### config.mk
export PLATFORM = sky130hd
export DESIGN_NAME = cov_matrix_loader
export DESIGN_NICKNAME = d
export VERILOG_FILES = /design/src/rtl/cov_matrix_loader.sv
export SDC_FILE = /design/constraint.sdc
export NUM_CORES = 1
export LEC_CHECK = 0
export CORE_MARGIN = 4
export CORE_UTILIZATION = 50
export CTS_CLUSTER_SIZE = 16
export DETAILED_ROUTE_END_ITERATION = 12
export PLACE_DENSITY = 0.83
export RECOVER_POWER = 50
export SYNTH_ARGS = -nofsm -noshare
export SYNTH_HDL_FRONTEND = slang
export SYNTH_SLANG_ARGS = --single-unit
### constraint.sdc
create_clock -name clk_in -period 3 [get_ports clk_in]
set_clock_uncertainty 0.15 [all_clocks]
set_input_delay 0.45 -clock clk_in [delete_from_list [all_inputs] [get_ports clk_in]]
set_output_delay 0.45 -clock clk_in [all_outputs]
set_load 0.02 [all_outputs]
### src/rtl/cov_matrix_loader.sv
// rtl/cov_matrix_loader.sv - serial-to-parallel covariance matrix loader
// Full row-major or upper-triangle (mirrored) input, held until acknowledged.
module cov_matrix_loader #(
  parameter int WIDTH    = 16,
  parameter int FRACT    = 8,
  parameter int N_STOCKS = 4
) (
  input  logic                                                clk_in,
  input  logic                                                rst_in,
  input  logic signed [WIDTH-1:0]                             data_in,
  input  logic                                                data_valid_in,
  output logic                                                data_ready_out,
  input  logic                                                sym_mode_in,
  output logic signed [N_STOCKS-1:0][N_STOCKS-1:0][WIDTH-1:0] matrix_out,
  output logic                                                matrix_valid_out,
  input  logic                                                matrix_ack_in,
  output logic [$clog2(N_STOCKS*N_STOCKS+1)-1:0]              count_out
);

  localparam int IW = (N_STOCKS > 1) ? $clog2(N_STOCKS) : 1;
  localparam int CW = $clog2(N_STOCKS*N_STOCKS+1);
  localparam logic [IW-1:0] LAST_IDX = IW'(N_STOCKS - 1);

  if (N_STOCKS < 1 || N_STOCKS > 16 || FRACT < 0 || FRACT >= WIDTH) begin : g_bad_params
    $error("cov_matrix_loader: illegal parameter combination");
  end

  typedef enum logic [1:0] {S_IDLE, S_LOAD, S_FULL} state_t;

  state_t                                              r_state;
  logic [IW-1:0]                                       r_row;
  logic [IW-1:0]                                       r_col;
  logic                                                r_sym;
  logic [CW-1:0]                                       r_count;
  logic                                                r_valid;
  logic                                                r_ready;
  logic signed [N_STOCKS-1:0][N_STOCKS-1:0][WIDTH-1:0] r_matrix;

  logic w_accept;
  logic w_sym;
  logic w_last;

  assign w_accept = data_valid_in && r_ready && (r_state != S_FULL);
  // The format is taken live on the opening beat, latched thereafter.
  assign w_sym    = (r_state == S_IDLE) ? sym_mode_in : r_sym;
  // Both formats end on the bottom-right diagonal element.
  assign w_last   = (r_row == LAST_IDX) && (r_col == LAST_IDX);

  always_ff @(posedge clk_in) begin
    if (rst_in) begin
      r_state  <= S_IDLE;
      r_row    <= '0;
      r_col    <= '0;
      r_sym    <= 1'b0;
      r_count  <= '0;
      r_valid  <= 1'b0;
      r_ready  <= 1'b0;
      r_matrix <= '0;
    end else begin
      case (r_state)
        S_IDLE, S_LOAD: begin
          r_ready <= 1'b1;
          if (w_accept) begin
            if (r_state == S_IDLE) begin
              r_sym <= sym_mode_in;
            end
            r_matrix[r_row][r_col] <= data_in;
            if (w_sym) begin
              r_matrix[r_col][r_row] <= data_in;
            end
            r_count <= r_count + 1'b1;
            if (w_last) begin
              r_state <= S_FULL;
              r_valid <= 1'b1;
              r_ready <= 1'b0;
              r_row   <= '0;
              r_col   <= '0;
            end else begin
              r_state <= S_LOAD;
              if (r_col == LAST_IDX) begin
                r_row <= r_row + 1'b1;
                r_col <= w_sym ? (r_row + 1'b1) : '0;
              end else begin
                r_col <= r_col + 1'b1;
              end
            end
          end
        end
        S_FULL: begin
          if (matrix_ack_in) begin
            r_state <= S_IDLE;
            r_valid <= 1'b0;
            r_ready <= 1'b1;
            r_count <= '0;
            r_row   <= '0;
            r_col   <= '0;
          end
        end
        default: begin
          r_state <= S_IDLE;
        end
      endcase
    end
  end

  assign data_ready_out   = r_ready;
  assign matrix_out       = r_matrix;
  assign matrix_valid_out = r_valid;
  assign count_out        = r_count;

endmodule

* Word-level counts from Yosys, hierarchy flattened
Cells that the tools add are included.
** Word-level totals
- Logic and storage cells :: 89
- Output and inout port bits :: 263
- Bits of input ports :: 21
- Flip-flop bits (word level) :: 270
** Cells by class
- Reductions and logical operators :: 14
- Add/sub/neg operators :: 3
- Equal/unequal tests :: 9
- Order comparisons :: 4
- Mux-type cells :: 36
** Operators with widths (number)
- bitwise mux 256 bit :: 2
- demux 64 bit (select 2 bit) :: 2
- two-way mux 256 bit :: 1
- two-way mux 64 bit :: 2
- demux 16 bit (select 2 bit) :: 2
- two-way mux 16 bit :: 2
- two-way mux 2 bit :: 10
- case mux 2 bit (2 select lines) :: 3
- two-way mux 5 bit :: 2
- case mux 5 bit (2 select lines) :: 1
- != test 2 bit, second input constant :: 4
- AND reduction 4 bit :: 2
- two-way mux 1 bit :: 7
- == test 2 bit, second input constant :: 3
- < comparator 2 x 3 -> 1 bit, second input constant :: 2
- AND reduction 2 bit :: 3
- adder 5 x 1 -> 5 bit, second input constant :: 1
- logical AND 1 bit :: 5
- adder 2 x 1 -> 2 bit, second input constant :: 2
- greater-or-equal comparator 2 x 1 -> 1 bit, second input constant :: 2
- case mux 1 bit (2 select lines) :: 2
- != test 3 bit, second input constant :: 1
- AND reduction 3 bit :: 1
- == test 2 x 1 -> 1 bit, second input constant :: 1
- other kinds (3) :: 3

* Longest topological paths before layout
- Depth after elaboration :: 9
- Depth in mapped cells :: 7
- Gate-level depth less buffers :: 5

* Worst setup path after synthesis
Ideal clock, no wire load.
- Kind :: register to register
- Start :: register r_row[0]
- End :: register with a tool-made name
- Period minus slack after synthesis :: 1.992 ns
- Cell stages (with the launch flop) :: 7
- Arrival time :: 1.710 ns
- Buffers on the path :: 2
- Required time :: 2.718 ns
- Setup time :: 0.132 ns
- Path slack :: 1.008 ns
- Path through :: dfxtp_1 > ha_1 > buf_1 > nand3_1 > buf_4 > nand2_1 > a21oi_1
** RTL lines
- start, declared :: line 31 : logic [IW-1:0] r_row;
- start signal, assigned :: line 81 : r_row <= r_row + 1'b1;

==> reports/summary.json <==
{
  "top_level_i_o_count": 284,
  "synth-edff-count": 0,
  "grt.overflow.total": 0,
  "fin_total_pwr_uw": 7600,
  "placementRows": 53,
  "p_int_uw": 5930,
  "worst_pin_slew_ps": 989,
  "syn_area_sq_um": 10700,
  "leakage_uw": 0.00682,
  "drt-wirelength-per-cell_um": 19.1,
  "worstSetupStartpointType": "flop",
  "antenna_found_initial": 0,
  "number_of_buffers_created_by_cts": 28,
  "post_cts.resized_instances": 0,
  "max_freq_mhz": 395,
  "die-area_sq_um": 23800,
  "cap_viol_max_count": 0,
  "final-max-slew-violation-count": 0,
  "drtPass1Iterations": 5,
  "design.core.area_sq_um": 21100,
  "grt.total_usage": 0.244,
  "synth_fa_ha_area_frac": 0.0140,
  "cts.sink_count": 270,
  "synth.yosys.seq_area_share": 0.504,
  "count_of_fill_cells_added_during_filler_insertion": 1608,
  "r2r_slack_ps": 470,
  "ys.warnings.count": 0,
  "postSynthCellCount": 1045,
  "power.share.switching": 0.219,
  "num_vias": 8228,
  "synthArstFlopShare": 0,
  "hpwlAfterDp_mm": 20.8,
  "clockRootBuffer": "sky130_fd_sc_hd__clkbuf_16",
  "min_path_type": "in2reg",
  "setup_viol_count_final": 0,
  "first_global_vias": 8329,
  "num-nets-final": 1328,
  "sequential_cell_area_sq_um": 5410,
  "ir_drop_v": 0.000477,
  "max-clock-path-buffers": 3,
  "p_seq_frac": 0.477,
  "multi_input_comb_area_sq_um": 4850,
  "mostFrequentLayoutCells": "sky130_fd_sc_hd__dfxtp_1, sky130_fd_sc_hd__nand2b_1, sky130_fd_sc_hd__mux2i_1, sky130_fd_sc_hd__dlygate4sd3_1, sky130_fd_sc_hd__nand2_1",
  "io_buffers": 283,
  "worstPathMaxFanout": 17,
  "grt_pass1_wl_mm": 46.9,
  "synth.area.mux_share": 0.184,
  "syn_avg_cell_area_sq_um": 10.3,
  "detail_route.wirelength_mm": 30.3,
  "grt_max_degree": 163,
  "ys_seq_elements": 270,
  "pwr-share-comb": 0.049,
  "r2r-start": "r_row[0]",
  "vert_die_dim_um": 154,
  "finalHoldViolations": 0,
  "power_switching_uw": 1660,
  "crit_path_start": "r_row[0]",
  "syn-num-nets": 1078,
  "grt_setup_unrepaired": "no",
  "min_period_ps": 2530,
  "layout_worst_path_cycle_share": 0.845,
  "post-route-drc-count": 0,
  "outcome": "completed",
  "path_class": "reg2reg",
  "detail_route.vias_per_cell": 5.17,
  "postCtsHoldBufs": 0,
  "layout_commonest_cell": "sky130_fd_sc_hd__dfxtp_1",
  "post_cts.repair.setup_buffers": 0,
  "dominant_combinational_cell_family_by_area_after_synthesis": "simple AND/OR/NAND/NOR gates",
  "finalWeightedCongestion": 0.851,
  "clock_insertion_delay_worst_skew_ps": 540,
  "synth-compound-area-share": 0.0627,
  "clock_network_fraction_of_total_power": 0.473,
  "postSynth.topFlopCell": "sky130_fd_sc_hd__dfxtp_1",
  "power.density_nw_per_um2": 522,
  "ys_types": 43,
  "timing.critical_path.arrival_ps": 2840,
  "drt.antenna.violating_nets": 0,
  "synth_xor_area_frac": 0.00163,
  "cp-end-kind": "flop",
  "cts_tree": "yes",
  "drtIter0Drc": 420,
  "synth_simple_gate_area_frac": 0.191,
  "die_x_um": 154,
  "insertedDiodeCount": 0,
  "drive_above_1_share": 0.0570,
  "path_clk_slew_ps": 60,
  "cp_required_ps": 3310,
  "htree_levels": 1,
  "floorplan.initialDensity": 0.508,
  "maxSlewHeadroom": 0.340,
  "r2r.worst_path.cells": 5,
  "finalSetupTns_ps": 0,
  "areaGrowthSynthToFinish_pct": 35.8
}
[area by class of cell]
type	count	share of cell area
clock inverter	7	0.00645
clock buffer	43	0.0603
multi-input combinational	689	0.333
timing repair buffer	302	0.204
sequential	270	0.371
inverter	4	0.00103
tap	275	0.0236
[Yosys cell counts (all sizes together), types with 2 or more instances]
library cell  instances  area [sq um]
ha                   12           150
or2                   2          12.5
inv                   4          15.0
and3b                 2          21.3
a211oi                3          22.5
nor3                  3          15.0
a32oi                 3          82.6
dfxtp               270          5410
nor2                  7          28.8
nand2               131           492
and3                  7          58.8
nor2b                 2          12.5
o21a                  6          45.0
clkbuf               55           206
buf                  27           240
o21ai                 6          33.8
nand3                13          65.1
nand2b              209          1310
mux2i               195          1960
a41oi                 3          82.6
xor2                  2          17.5
a21oi                73           365
[kinds of logic (layout without fill, tap and decap cells)]
family                   Yosys count  after routing
XOR/XNOR                           2              2
flip-flops                       270            270
buffers and inverters             86            356
AND/OR/NAND/NOR                  380            380
multiplexers                     196            196
adder cells (fa/ha/maj)           12             12
AO/OA/AOI/OAI                     99             99
[how the worst min path moves through the flow]
stage            from            to  cells past startpoint
4_1_cts        rst_in  count_out[0]                      2
5_1_grt        rst_in  count_out[0]                      2
6_report       rst_in  count_out[0]                      2
3_5_place_dp     flop          flop                      2
3_3_place_gp     flop          flop                      2
2_1_floorplan   r_sym         r_sym                      2
[critical path: stages, from the launching register on]
cell	delay (ps)
sky130_fd_sc_hd__dfxtp_1	470
sky130_fd_sc_hd__ha_1	600
sky130_fd_sc_hd__and3_1	250
sky130_fd_sc_hd__clkbuf_1	690
sky130_fd_sc_hd__nand2_1	130
sky130_fd_sc_hd__a21oi_1	170
[power groups by stage]
stage | clock (uW) | combinational [uW] | sequential [uW]
after floorplan | 0 | 202 | 3730
after global placement | 0 | 379 | 3710
after detailed placement | 0 | 381 | 3710
after CTS | 3630 | 383 | 3630
after global routing | 3780 | 399 | 3630
final | 3600 | 374 | 3630
[metrics by stage]
stage	hold slack [ps]	utilization	worst slack (ps)	cell area [sq um]	cells
after floorplan	310	-	1010	10700	1045
after global placement	291	0.645	308	13600	1540
after detailed placement	296	0.645	296	13600	1540
after CTS	156	0.691	607	14600	1590
after global routing	176	0.690	320	14600	1590
final	178	0.690	466	14600	1590
[per-layer routing]
| metal | vias up | routed length [um] | track usage |
|---|---|---|---|
| met2 | 242 | 15100 | 0.428 |
| met3 | 77 | 1700 | 0.0562 |
| met4 | 0 | 1260 | 0.0980 |
| met1 | 3952 | 12200 | 0.288 |
| met5 | - | 0 | 0 |
| li1 | 3957 | - | - |
No activity file was read; power rests on OpenSTA's default activity.
